$ cat src/rtl/jogador_pkg.sv
// Shared definitions for the automatic memory-game player: state encoding,
// debug code map and the deliberate-mistake press value.
package jogador_pkg;

  typedef enum logic [3:0] {
    OCIOSO    = 4'd0,
    CAPTURA   = 4'd1,
    ESPERA    = 4'd2,
    PRESSIONA = 4'd3,
    SOLTA     = 4'd4,
    AGUARDA   = 4'd5,
    FIM       = 4'd6
  } estado_t;

  function automatic logic [3:0] codigo_estado(input estado_t e);
    return 4'(e);
  endfunction

  // Rotate-left by one; a zero result would be a non-press, so force colour 0.
  function automatic logic [3:0] valor_erro(input logic [3:0] v);
    logic [3:0] r;
    r = {v[2:0], v[3]};
    return (r == 4'b0) ? 4'b0001 : r;
  endfunction

endpackage

$ cat src/rtl/jogador_memoria.sv
// Play store: DEPTH x 4 register file, synchronous write, asynchronous read.
module jogador_memoria #(
  parameter int DEPTH = 16,
  parameter int AW    = $clog2(DEPTH)
) (
  input  logic          clock,
  input  logic          we,
  input  logic [AW-1:0] waddr,
  input  logic [3:0]    wdata,
  input  logic [AW-1:0] raddr,
  output logic [3:0]    rdata
);

  logic [DEPTH-1:0][3:0] mem;

  always_ff @(posedge clock)
    if (we) mem[waddr] <= wdata;

  assign rdata = mem[raddr];

endmodule

$ cat src/rtl/jogador_automatico.sv
// Automatic player: captures the presented leds sequence, then replays it on
// chaves with fixed gap/hold timing when the game hands over the turn.
module jogador_automatico
  import jogador_pkg::*;
#(
  parameter int DEPTH = 16,
  parameter int HOLD  = 3,
  parameter int GAP   = 3
) (
  input  logic       clock,
  input  logic       reset,
  input  logic       habilitar,
  input  logic [3:0] leds,
  input  logic       vez_jogador,
  input  logic       pronto,
  input  logic       injetar_erro,
  output logic [3:0] chaves,
  output logic       jogando,
  output logic       estouro,
  output logic [3:0] db_estado,
  output logic [3:0] db_contagem
);

  localparam int AW    = $clog2(DEPTH);
  localparam int NW    = AW + 1;
  localparam int MAXHG = (HOLD > GAP) ? HOLD : GAP;
  localparam int CW    = $clog2(MAXHG + 1);

  estado_t       estado, prox_estado;
  logic [NW-1:0] n, i, prox_n, prox_i, i_lido;
  logic [CW-1:0] cnt, prox_cnt;
  logic          erro, prox_erro, prox_estouro;
  logic [3:0]    leds_ant, prox_chaves, rd_dado, valor_press;
  logic          borda, wr_en, ultimo, fim_gap, fim_hold, replay_prox;

  assign borda = (estado == CAPTURA) && (leds != 4'b0) && (leds_ant == 4'b0);
  assign wr_en = borda && (n != NW'(DEPTH));

  // Leaving SOLTA loads the next play, so read one slot ahead there.
  assign i_lido      = (estado == SOLTA) ? i + NW'(1) : i;
  assign ultimo      = erro && (i_lido == n - NW'(1));
  assign valor_press = ultimo ? valor_erro(rd_dado) : rd_dado;

  assign fim_gap  = (cnt == CW'(GAP - 1));
  assign fim_hold = (cnt == CW'(HOLD - 1));

  jogador_memoria #(.DEPTH(DEPTH), .AW(AW)) u_mem (
    .clock (clock),
    .we    (wr_en),
    .waddr (n[AW-1:0]),
    .wdata (leds),
    .raddr (i_lido[AW-1:0]),
    .rdata (rd_dado)
  );

  always_comb begin
    prox_estado  = estado;
    prox_n       = n;
    prox_i       = i;
    prox_cnt     = cnt;
    prox_erro    = erro;
    prox_estouro = estouro;
    prox_chaves  = 4'b0;

    if (estado == OCIOSO) prox_estouro = 1'b0;
    if (borda) begin
      if (n == NW'(DEPTH)) prox_estouro = 1'b1;
      else                 prox_n       = n + NW'(1);
    end

    if (!habilitar) begin
      prox_estado = OCIOSO;
    end else if (pronto && estado != OCIOSO) begin
      prox_estado = FIM;
    end else begin
      case (estado)
        OCIOSO: begin
          prox_estado  = CAPTURA;
          prox_n       = '0;
          prox_i       = '0;
          prox_estouro = 1'b0;
        end
        CAPTURA: begin
          if (vez_jogador) begin
            if (n != '0) begin
              prox_estado = ESPERA;
              prox_i      = '0;
              prox_cnt    = '0;
              prox_erro   = injetar_erro;
            end else begin
              prox_estado = AGUARDA;
            end
          end
        end
        ESPERA, PRESSIONA, SOLTA: begin
          if (!vez_jogador) begin
            // Turn withdrawn mid-replay: drop the round like a normal exit.
            prox_estado = CAPTURA;
            prox_n      = '0;
            prox_erro   = 1'b0;
          end else if (estado == ESPERA) begin
            if (fim_gap) begin
              prox_estado = PRESSIONA;
              prox_cnt    = '0;
              prox_chaves = valor_press;
            end else begin
              prox_cnt = cnt + CW'(1);
            end
          end else if (estado == PRESSIONA) begin
            if (fim_hold) begin
              prox_estado = SOLTA;
              prox_cnt    = '0;
            end else begin
              prox_cnt    = cnt + CW'(1);
              prox_chaves = valor_press;
            end
          end else begin
            if (fim_gap) begin
              prox_cnt = '0;
              prox_i   = i + NW'(1);
              if (i + NW'(1) < n) begin
                prox_estado = PRESSIONA;
                prox_chaves = valor_press;
              end else begin
                prox_estado = AGUARDA;
              end
            end else begin
              prox_cnt = cnt + CW'(1);
            end
          end
        end
        AGUARDA: begin
          if (!vez_jogador) begin
            prox_estado = CAPTURA;
            prox_n      = '0;
            prox_erro   = 1'b0;
          end
        end
        FIM:     prox_estado = FIM;
        default: prox_estado = OCIOSO;
      endcase
    end
  end

  assign replay_prox = (prox_estado == ESPERA) || (prox_estado == PRESSIONA) ||
                       (prox_estado == SOLTA);

  always_ff @(posedge clock or posedge reset) begin
    if (reset) begin
      estado      <= OCIOSO;
      n           <= '0;
      i           <= '0;
      cnt         <= '0;
      erro        <= 1'b0;
      leds_ant    <= 4'b0;
      chaves      <= 4'b0;
      jogando     <= 1'b0;
      estouro     <= 1'b0;
      db_estado   <= 4'b0;
      db_contagem <= 4'b0;
    end else begin
      estado      <= prox_estado;
      n           <= prox_n;
      i           <= prox_i;
      cnt         <= prox_cnt;
      erro        <= prox_erro;
      leds_ant    <= leds;
      chaves      <= prox_chaves;
      jogando     <= replay_prox;
      estouro     <= prox_estouro;
      db_estado   <= codigo_estado(prox_estado);
      db_contagem <= replay_prox ? 4'(prox_i) : 4'(prox_n);
    end
  end

endmodule

$ cat config.mk
export PLATFORM = sky130hd
export DESIGN_NAME = jogador_automatico
export DESIGN_NICKNAME = d
export VERILOG_FILES = /design/src/rtl/jogador_pkg.sv /design/src/rtl/jogador_memoria.sv /design/src/rtl/jogador_automatico.sv
export SDC_FILE = /design/constraint.sdc
export NUM_CORES = 1
export LEC_CHECK = 0
export CORE_MARGIN = 4
export CORE_UTILIZATION = 50
export DETAILED_ROUTE_END_ITERATION = 8
export HOLD_SLACK_MARGIN = 0.05
export PLACE_DENSITY_LB_ADDON = 0.08
export REMOVE_ABC_BUFFERS = 1
export SKIP_CTS_REPAIR_TIMING = 1
export SYNTH_ARGS = -nofsm -noshare
export SYNTH_HDL_FRONTEND = slang
export SYNTH_SLANG_ARGS = --single-unit
$ cat constraint.sdc
create_clock -name clock -period 7.25 [get_ports clock]
set_input_delay 0.725 -clock clock [delete_from_list [all_inputs] [get_ports clock]]
set_output_delay 0.725 -clock clock [all_outputs]
set_load 0.03 [all_outputs]
# After elaboration in Yosys (flattened, before gate mapping)
# Index checks and enable logic that the tools add are counted.
[word_totals]
ff_bits = 95
latchBits = 0
ram_bits = 0
rom_bits = 0
inputBits = 10
out_inout_bits = 14
word_cells = 140
n_memories = 0
[op_classes]
addsub = 4
n_mul = 0
div = 0
n_lt_le_gt_ge = 4
eq_ne = 20
shift = 0
n_mux = 62
bitwise = 1
reduce_logical = 22
[ops]
columns = ["op", "n"]
rows = [
  ["$mux 4", 27],
  ["$bwmux 64", 1],
  ["$mux 5", 12],
  ["$pmux 4 s5", 1],
  ["$bmux 4 s4", 1],
  ["$demux 4 s4", 1],
  ["$eq 4x2->1 const B", 4],
  ["$eq 4x3->1 const B", 4],
  ["$pmux 5 s3", 1],
  ["$logic_not 4->1", 3],
  ["$ne 2x2->1 const B", 6],
  ["$reduce_and 6->1", 2],
  ["$add 5x1->5 const B", 2],
  ["$lt 4x5->1 const B", 2],
  ["$pmux 5 s2", 1],
  ["$mux 1", 9],
  ["$reduce_and 9->1", 1],
  ["$mux 2", 4],
  ["$reduce_bool 4->1", 2],
  ["$logic_and 1x1->1", 6],
  ["$mux 3", 2],
  ["$eq 5x5->1", 1],
  ["$eq 5x5->1 const B", 1],
  ["$lt 5x5->1", 1],
  ["other kinds (16)", 18],
]

# Depth between registers and ports, before layout
# Gate-level depths: netlist (run 1).
[logic_depth]
depth_word = 15
ltp_mapped = 14
ltp_nobuf = 12

# By module
# From an unflattened synthesis (run 1), not the netlist that was laid out.
[hier_totals]
cells_unflattened = 356
hier_area_um2 = 4670.7
[by_module_without_submodules]
columns = ["module", "instances", "cells_each", "area_per_inst_um2", "seq_area_each_um2"]
rows = [
  ["jogador_memoria", 1, 126, 2586.2, 1921.8],
  ["jogador_automatico", 1, 230, 2084.5, 775.7],
]

# Least setup slack after synthesis (run 1)
# Ideal clock, no wire load.
[synth_path]
path_kind = "reg2reg"
start = "reg i[3]"
end = "reg db_contagem[0]"
setup_time_ps = 125
arrival_time_ps = 2986
required_ps = 7125
setup_slack_ps = 4139
path_stages_with_launch = 15
path_buffers = 3
period_less_slack_ps = 3111
cell_sequence = "dfrtp_1 -> clkbuf_1 -> clkbuf_1 -> buf_2 -> nand3_1 -> or2_2 -> nand2_1 -> ha_1 -> nand2_1 -> a21oi_1 -> o22ai_1 -> a31o_1 -> or3_1 -> a21boi_2 -> mux2_2"
[synth_between]
elab_chain_cells = 14
elab_cells_between_ends = 16
classes_between = "add/sub: 1; order compare: 1; eq/ne: 3; mux: 9; reduce/logical: 2"
[synth_lines]
columns = ["item", "line", "rtl"]
rows = [
  ["start: declaration", "jogador_automatico.sv:30", "logic [NW-1:0] n, i, prox_n, prox_i, i_lido;"],
  ["start signal: assignment", "jogador_automatico.sv:164", "i <= prox_i;"],
  ["$add 5x1->5 (*)", "jogador_automatico.sv:121", "if (i + NW'(1) < n) begin"],
  ["$lt 5x5->1 (*)", "jogador_automatico.sv:121", ""],
  ["$mux 3 (*)", "jogador_automatico.sv:121", ""],
  ["$mux 4 (*)", "jogador_automatico.sv:118", "if (fim_gap) begin"],
  ["$mux 4 (*)", "jogador_automatico.sv:109", "end else if (estado == PRESSIONA) begin"],
  ["$mux 4 (*)", "jogador_automatico.sv:101", "end else if (estado == ESPERA) begin"],
  ["$mux 4 (*)", "jogador_automatico.sv:96", "if (!vez_jogador) begin"],
  ["$pmux 4 s5 (*)", "jogador_automatico.sv:76", "case (estado)"],
  ["$mux 4 (*)", "jogador_automatico.sv:73", "end else if (pronto && estado != OCIOSO) begin"],
  ["$mux 4 (*)", "jogador_automatico.sv:71", "if (!habilitar) begin"],
  ["$eq 4x2->1", "jogador_automatico.sv:145", "assign replay_prox = (prox_estado == ESPERA) || (prox_estado == PRESSIONA) ||"],
  ["$logic_or 1x1->1", "jogador_automatico.sv:145", ""],
  ["$logic_or 1x1->1 (*)", "jogador_automatico.sv:145", ""],
  ["named net replay_prox", "jogador_automatico.sv:34", "logic borda, wr_en, ultimo, fim_gap, fim_hold, replay_prox;"],
  ["$mux 4 (*)", "jogador_automatico.sv:172", "db_contagem <= replay_prox ? 4'(prox_i) : 4'(prox_n);"],
  ["end signal: assignment", "jogador_automatico.sv:172", ""],
  ["end: declaration", "jogador_automatico.sv:21", "output logic [3:0] db_contagem"],
]
# The timed path passes the listed nets; every way through them passes the cells marked *.
# A chain may end at the register's enable or synchronous reset.

# Final worst setup path (run 1)
[layout_path]
start = "reg i[1]"
end = "reg db_contagem[1]"
# The elaborated chain is that of the path after synthesis.

==> impl_metrics.ini, run 1 <==
[outcome]
status = complete, no violations

[synth]
synth_compound_area_frac = 0.154
yosys-top-cells-area = edfxtp_1 (35%), dfrtp_1 (14%), mux4_2 (4.1%)
synth_top_family_by_area = simple AND/OR/NAND/NOR gates
ys_types = 71
syn_avg_cell_area_um2 = 10.7
synth-xor-area-share = 0.0209
yosysTopAreaCellShare = 0.353
async_flop_share = 0.326
syn_inst = 509
synthFlopType = edfxtp_1
yosys.area_share.simple = 0.181
synthesis.area_um2 = 5450
synth-edff-count = 64
yosysWarnings = 0
synthMuxAreaShare = 0.0767
yosysSeqAreaShare = 0.495
synthAdderAreaFrac = 0.0230
synth_top_area_cell = edfxtp_1
synth_seq_cells = 95

[layout]
area_growth_pct = 8.50
num-nets-final = 533
final_area_um2 = 5910
n_fill_cell = 914
seq_area_um2 = 2700
mostFrequentLayoutCell = edfxtp_1
drive_above_1_share = 0.0985
utilization = 0.565
n_antenna_cell = 0
multi_input_area_um2 = 2480
layout_common_cells = edfxtp_1 (64), nand2_1 (47), nor2_1 (41)

[placed_design]
post-dp-hpwl_um = 9550
postPlaceCellArea_um2 = 5710
pre_cts_ws_ns = 3.20
port_buffers = 23
gp_congestion = 0.883

[global_route]
grt_max_degree = 56
grt_pass1_vias = 3719
grt_pass1_wl_um = 22000
track_usage = 0.228
antenna_found_initial = 0
overflow = 0

[power]
internal_power_mw = 0.757
seq_power_share = 0.576
power_density_nw_per_um2 = 176
vdd_drop_max_mv = 0.117
p_sw_mw = 0.283
pwr-share-comb = 0.083
p_leak_nw = 2.12
p_sw_frac = 0.272
clkPwrFrac = 0.341

[clock_tree]
clk_latency_ns = 0.40
clockBufferDepth = 2
htree_levels = 3
ctsRootBufferMaster = clkbuf_8
cts_buffers = 9
clk_pin_slew_ns = 0.11
cts_tree = done
cts_sinks = 95

[floorplan]
start_util = 0.521
dieArea_um2 = 12600
coreArea_um2 = 10500
num_rows = 37
die_w_um = 112
ios = 24
dieHeight_um = 112

[hold_path]
hold-path-endpoint = estouro
min_from = estouro
min_path_cells = 1
hold_class = reg2reg

[drt]
routedWlPerCell_um = 21.3
wl_um = 13900
viasPerCell = 6.32
drc = 0
vias = 4133
ant_nets = 0
first_iter_violations = 430
drtPass1Iterations = 5

[timing]
period_needed_ns = 4.12
rsz0062_at_grt = false
holdWs_ns = 0.517
tns_ns = 0
slew_headroom = 0.450
tightest_slew_ns = 0.824
skew_ns = 0.0149
fin_ws_ns = 3.13
fin_crit_sh = 0.569
hold_viol = 0
max_clock_freq_ghz = 0.243
drv_slew = 0
setup_viol = 0

[worst_setup_path]
worstPathArrival_ns = 4.40
reg2regPathDepth = 10
path_cells = nand3_1 -> xnor2_1 -> ha_1 -> nand2_1 -> a21oi_1 -> o22ai_1 -> a31o_1 -> or3_1 -> a21boi_2 -> mux2_2
reg2reg_from = i[1]
timing.rr.end = db_contagem[1]
crit_path_top_delay_cell = dfrtp_1
cp_max_fo = 24
reg2reg_slack_ns = 3.13
cp_slowest_stage_delay_ns = 0.89
path_buf_inv = 0
crit_path_end_kind = flip-flop
required_ns = 7.53
cpLargestDelayFamily = simple AND/OR/NAND/NOR gates
path_class = reg2reg
startpoint_type = flip-flop

[flow_run]
drv_cap = 0
final cells by class:
| cell class | count | area share |
|---|---|---|
| clock buffer | 9 | 0.0210 |
| timing repair buffer | 28 | 0.0453 |
| clock inverter | 7 | 0.0123 |
| inverter | 25 | 0.0159 |
| tap | 136 | 0.0288 |
| multi-input combinational | 354 | 0.420 |
| sequential | 95 | 0.456 |
flip-flops by register name, summed over array words and instances, names as in the netlist:
name	cells
chaves	4
erro	1
leds_ant	4
u_mem.mem	64
i	5
jogando	1
cnt	2
estado	4
n	5
estouro	1
db_contagem	4
power groups by stage:
stage	Sequential [mW]	Combinational [mW]	Clock, mW
after floorplan	0.613	0.0487	0
after global placement	0.610	0.0853	0
after detailed placement	0.611	0.0856	0
after CTS	0.599	0.0861	0.366
after global routing	0.601	0.0943	0.394
final	0.599	0.0863	0.355
layer usage:
metal  part of all wire  vias up  global-route usage
met5                  0        -                   0
met2               0.44      184               0.317
met3              0.082       18              0.0566
met1               0.46     2017               0.355
li1                   -     1914                   -
met4              0.014        0              0.0633
per-stage QoR:
stage	instances	total power, mW
after global routing	654	1.09
final	654	1.04
after global placement	638	0.696
after floorplan	474	0.662
after detailed placement	638	0.696
after CTS	654	1.05
synthesized netlist by cell type, drive strengths merged, types with 12 or more instances:
| cell type | count |
|---|---|
| buf | 12 |
| nand2 | 48 |
| a21oi | 17 |
| edfxtp | 64 |
| dfrtp | 31 |
| clkbuf | 23 |
| a22oi | 15 |
| inv | 25 |
| nor4 | 12 |
| nand3 | 15 |
| o21ai | 15 |
| nor3 | 15 |
| nor2 | 43 |
| nand2b | 19 |
how the worst max path moves through the flow:
stage	start	end	slack, ns	cells after the start
finish	i[1]	db_contagem[1]	3.13	10
CTS	i[1]	db_contagem[1]	3.16	10
floorplan	i[0]	db_contagem[0]	3.58	10
detailed placement	i[1]	db_contagem[1]	3.20	10
global placement	i[1]	db_contagem[0]	3.34	10
global route	i[1]	db_contagem[1]	2.79	10
kinds of logic after synthesis:
family	Yosys count
XOR/XNOR	13
flip-flops	95
AO/OA/AOI/OAI	112
adder cells (fa/ha/maj)	10
multiplexers	27
buffers and inverters	60
other	1
AND/OR/NAND/NOR	191
Note: power is estimated with default switching activity, not from simulation.
==> inputs of run 2 (changes only) <==
Clock period 7.25 ns to 4.2 ns, I/O delays scaled along.
==> impl_metrics.ini, run 2 (same netlist as run 1, synthesis figures left out) <==
[floorplan]
die_w_um = 112
ios = 24
coreArea_um2 = 10500
num_rows = 37
dieHeight_um = 112
start_util = 0.521
dieArea_um2 = 12600

[layout]
largest_register_ffs = 64
num-nets-final = 544
area_growth_pct = 9.72
reg_top3 = u_mem.mem (64), i (5), n (5)
mostFrequentLayoutCell = edfxtp_1
largest_register = u_mem.mem
seq_area_um2 = 2700
n_fill_cell = 918
multi_input_area_um2 = 2480
n_antenna_cell = 0
layout_common_cells = edfxtp_1 (64), nand2_1 (47), nor2_1 (41)
drive_above_1_share = 0.117

[clock_tree]
cts_buffers = 9
clk_latency_ns = 0.39
cts_sinks = 95
clk_pin_slew_ns = 0.10
cts_tree = done
htree_levels = 3
clockBufferDepth = 2
ctsRootBufferMaster = clkbuf_8

[worst_setup_path]
cp_slowest_stage_delay_ns = 0.75
cp_max_fo = 17
path_cells = or4b_4 -> or3_1 -> nand2_2 -> mux4_2 -> o2bb2ai_2 -> a211oi_2 -> nand3_1 -> a31oi_1
path_buf_inv = 0
cpLargestDelayFamily = simple AND/OR/NAND/NOR gates
startpoint_type = flip-flop
path_class = reg2reg
required_ns = 4.51
worstPathArrival_ns = 3.60
crit_path_top_delay_cell = or4b_4
crit_path_end_kind = flip-flop

[timing]
setup_viol = 0
tightest_slew_ns = 0.881
holdWs_ns = 0.410
rsz0062_at_grt = false
period_needed_ns = 3.29
drv_slew = 0
tns_ns = 0
hold_viol = 0
fin_ws_ns = 0.905
max_clock_freq_ghz = 0.304
slew_headroom = 0.412
fin_crit_sh = 0.784
skew_ns = 0.0158

[drt]
wl_um = 13600
viasPerCell = 6.23
first_iter_violations = 412
routedWlPerCell_um = 20.5
drc = 0
drtPass1Iterations = 5
vias = 4146
ant_nets = 0

[power]
power_density_nw_per_um2 = 295
p_sw_frac = 0.263
clkPwrFrac = 0.326
internal_power_mw = 1.30
vdd_drop_max_mv = 0.163
p_leak_nw = 2.17
pwr-share-comb = 0.090
seq_power_share = 0.583
p_sw_mw = 0.463

[placed_design]
pre_cts_ws_ns = 0.944
gp_congestion = 0.899
port_buffers = 23
post-dp-hpwl_um = 9680

[outcome]
status = complete, no violations

[global_route]
overflow = 0
grt_pass1_wl_um = 21800
grt_max_degree = 55
track_usage = 0.223
grt_pass1_vias = 3978
antenna_found_initial = 0

[flow_run]
drv_cap = 0

[hold_path]
hold_class = in2async
run 2: area by class of cell:
cell class / count / share of cell area
flip-flops and latches: 95 / 0.451
multi-input cells: 354 / 0.416
repair buffers: 39 / 0.0586
well taps: 136 / 0.0285
clock buffers: 9 / 0.0207
inverters: 25 / 0.0157
clock inverters: 7 / 0.00942
run 2: worst min-delay path, cell delays in order:
cell	delay (ns)
clkdlybuf4s50_1	0.39
inv_1	0.05
buf_4	0.35
run 2: worst paths after layout:
check                      slack (ns)  startpoint  cells past startpoint   endpoint
min                              0.41       reset                      3  chaves[2]
min in group clock               0.52     estouro                      1    estouro
max in group asynchronous        3.49       reset                      3  estado[0]
max                              0.91   estado[1]                      8  chaves[0]
min reg2reg                      0.52     estouro                      1    estouro
max reg2reg                      0.91   estado[1]                      8  chaves[0]
run 2: power by group through the flow:
stage | combinational, mW | clock (mW) | sequential (mW)
after global placement | 0.158 | 0 | 1.05
after CTS | 0.159 | 0.582 | 1.03
after global routing | 0.175 | 0.627 | 1.03
final | 0.159 | 0.576 | 1.03
after detailed placement | 0.159 | 0 | 1.05
after floorplan | 0.0840 | 0 | 1.06
run 2: layer usage:
metal | track usage | share of wire
met1 | 0.314 | 0.43
met3 | 0.0485 | 0.092
met5 | 0 | 0
met2 | 0.338 | 0.45
met4 | 0.0897 | 0.033
run 2: metrics by stage:
step | instance area, um2 | utilization | std cells | power, mW
floorplan | 5280 | - | 474 | 1.14
global placement | 5800 | 0.554 | 649 | 1.21
detailed placement | 5800 | 0.554 | 649 | 1.21
CTS | 5980 | 0.571 | 665 | 1.77
global route | 5980 | 0.571 | 665 | 1.83
finish | 5980 | 0.571 | 665 | 1.76
==> inputs of run 3 (changes only) <==
Clock period 4.2 ns to 2.7 ns, I/O delays scaled along.
==> impl_metrics.ini, run 3 (same netlist as run 1, synthesis figures left out) <==
[outcome]
status = complete, but fails checks
failed_checks = negative setup slack

[drt]
drc = 0
drtPass1Iterations = 6
ant_nets = 0
wl_um = 16200
routedWlPerCell_um = 21.7
viasPerCell = 6.15
first_iter_violations = 460
vias = 4592

[clock_tree]
cts_tree = done
cts_sinks = 95
cts_buffers = 9
clk_pin_slew_ns = 0.10
clk_latency_ns = 0.38
ctsRootBufferMaster = clkbuf_8
htree_levels = 3
clockBufferDepth = 2

[timing]
rsz0062_at_grt = true
setup_viol = 8
hold_viol = 0
period_needed_ns = 2.91
fin_crit_sh = 1.08
max_clock_freq_ghz = 0.344
slew_headroom = 0.606
tightest_slew_ns = 0.589
skew_ns = 0.0135
drv_slew = 0
fin_ws_ns = -0.211

[placed_design]
pre_cts_ws_ns = -0.302
postPlaceCellArea_um2 = 6330
port_buffers = 23
gp_congestion = 0.893
post-dp-hpwl_um = 11200

[floorplan]
dieHeight_um = 112
start_util = 0.521
ios = 24
dieArea_um2 = 12600
die_w_um = 112
coreArea_um2 = 10500
num_rows = 37

[global_route]
grt_pass1_wl_um = 24200
grt_pass1_vias = 4472
track_usage = 0.247
overflow = 0
grt_max_degree = 53
antenna_found_initial = 0

[power]
vdd_drop_max_mv = 0.308
power_density_nw_per_um2 = 421
p_leak_nw = 2.72

[layout]
mostFrequentLayoutCell = buf_4
layout_common_cells = buf_4 (87), edfxtp_1 (64), nand2_1 (43)
reg_top3 = u_mem.mem (64), i (5), n (5)
drive_above_1_share = 0.324
n_antenna_cell = 0
area_growth_pct = 30.9
largest_register_ffs = 64
num-nets-final = 626
n_fill_cell = 801
largest_register = u_mem.mem
final_area_um2 = 7130

[worst_setup_path]
path_class = reg2reg
cp_max_fo = 7
worstPathArrival_ns = 3.21
crit_path_end_kind = flip-flop
required_ns = 3.00
startpoint_type = flip-flop

[hold_path]
hold_class = in2async

[flow_run]
drv_cap = 0
[run 3: cell types whose count changed in the layout (fill, tap and decap cells not counted), moves of 5 or more]
| cell | previous run | this run |
|---|---|---|
| buf_4 | 16 | 87 |
| nor4_2 | 0 | 5 |
| nor4_1 | 12 | 7 |
| buf_6 | 0 | 6 |
| a311oi_1 | 11 | 6 |
[run 3: where the power goes]
group / leakage, nW / internal, mW / switching [mW] / total (mW)
clock network: 0.110 / 0.477 / 0.572 / 1.05
logic: 1.62 / 0.168 / 0.196 / 0.365
registers: 0.988 / 1.58 / 0.0156 / 1.59
total: 2.72 / 2.22 / 0.783 / 3.01
[run 3: path summary, 6_finish.rpt]
kind / from / depth (start not counted) / slack (ns) / to
worst max-delay path: estado[0] / 10 / -0.21 / chaves[3]
worst min-delay path: reset / 3 / 0.27 / chaves[1]
worst max register to register: estado[0] / 10 / -0.21 / chaves[3]
worst min register to register: estouro / 1 / 0.56 / estouro
max in group asynchronous: reset / 3 / 2.13 / leds_ant[1]
min in group clock: estouro / 1 / 0.56 / estouro
[run 3: cell type report]
class | count | area [um2] | share of cell area
Multi-Input combinational cell | 354 | 2900 | 0.407
Clock buffer | 10 | 138 | 0.0193
Tap cell | 136 | 170 | 0.0239
Timing Repair Buffer | 121 | 1050 | 0.147
Clock inverter | 6 | 85.1 | 0.0119
Inverter | 25 | 93.8 | 0.0132
Sequential cell | 95 | 2700 | 0.378
[run 3: per-stage QoR]
stage               hold WS [ns]  total power [mW]  std cells  utilization  setup TNS [ns]
floorplan                  0.301              1.78        474            -           -7.44
finish                     0.269              3.01        747        0.682           -1.45
detailed placement         0.533              1.94        719        0.605           -2.00
global route               0.311              3.12        747        0.682           -2.03
global placement           0.532              1.93        719        0.605           -1.59
CTS                        0.272              2.97        735        0.627           -2.18
[run 3: per-layer routing]
| metal | track usage | wire length (um) | vias up |
|---|---|---|---|
| met2 | 0.383 | 7660 | 195 |
| met1 | 0.352 | 6940 | 2269 |
| met3 | 0.0582 | 1330 | 31 |
| met4 | 0.0641 | 283 | 0 |
| met5 | 0 | 0 | - |
| li1 | - | - | 2097 |
[run 3: critical path, cell delays in order, from the launching register on]
cell      delay (ns)
dfrtp_1         0.40
or4b_4          0.64
buf_12          0.19
buf_4           0.13
nor4_1          0.23
a311oi_1        0.12
mux4_2          0.51
a22oi_2         0.15
nand3_2         0.11
and2_4          0.17
a211oi_2        0.18
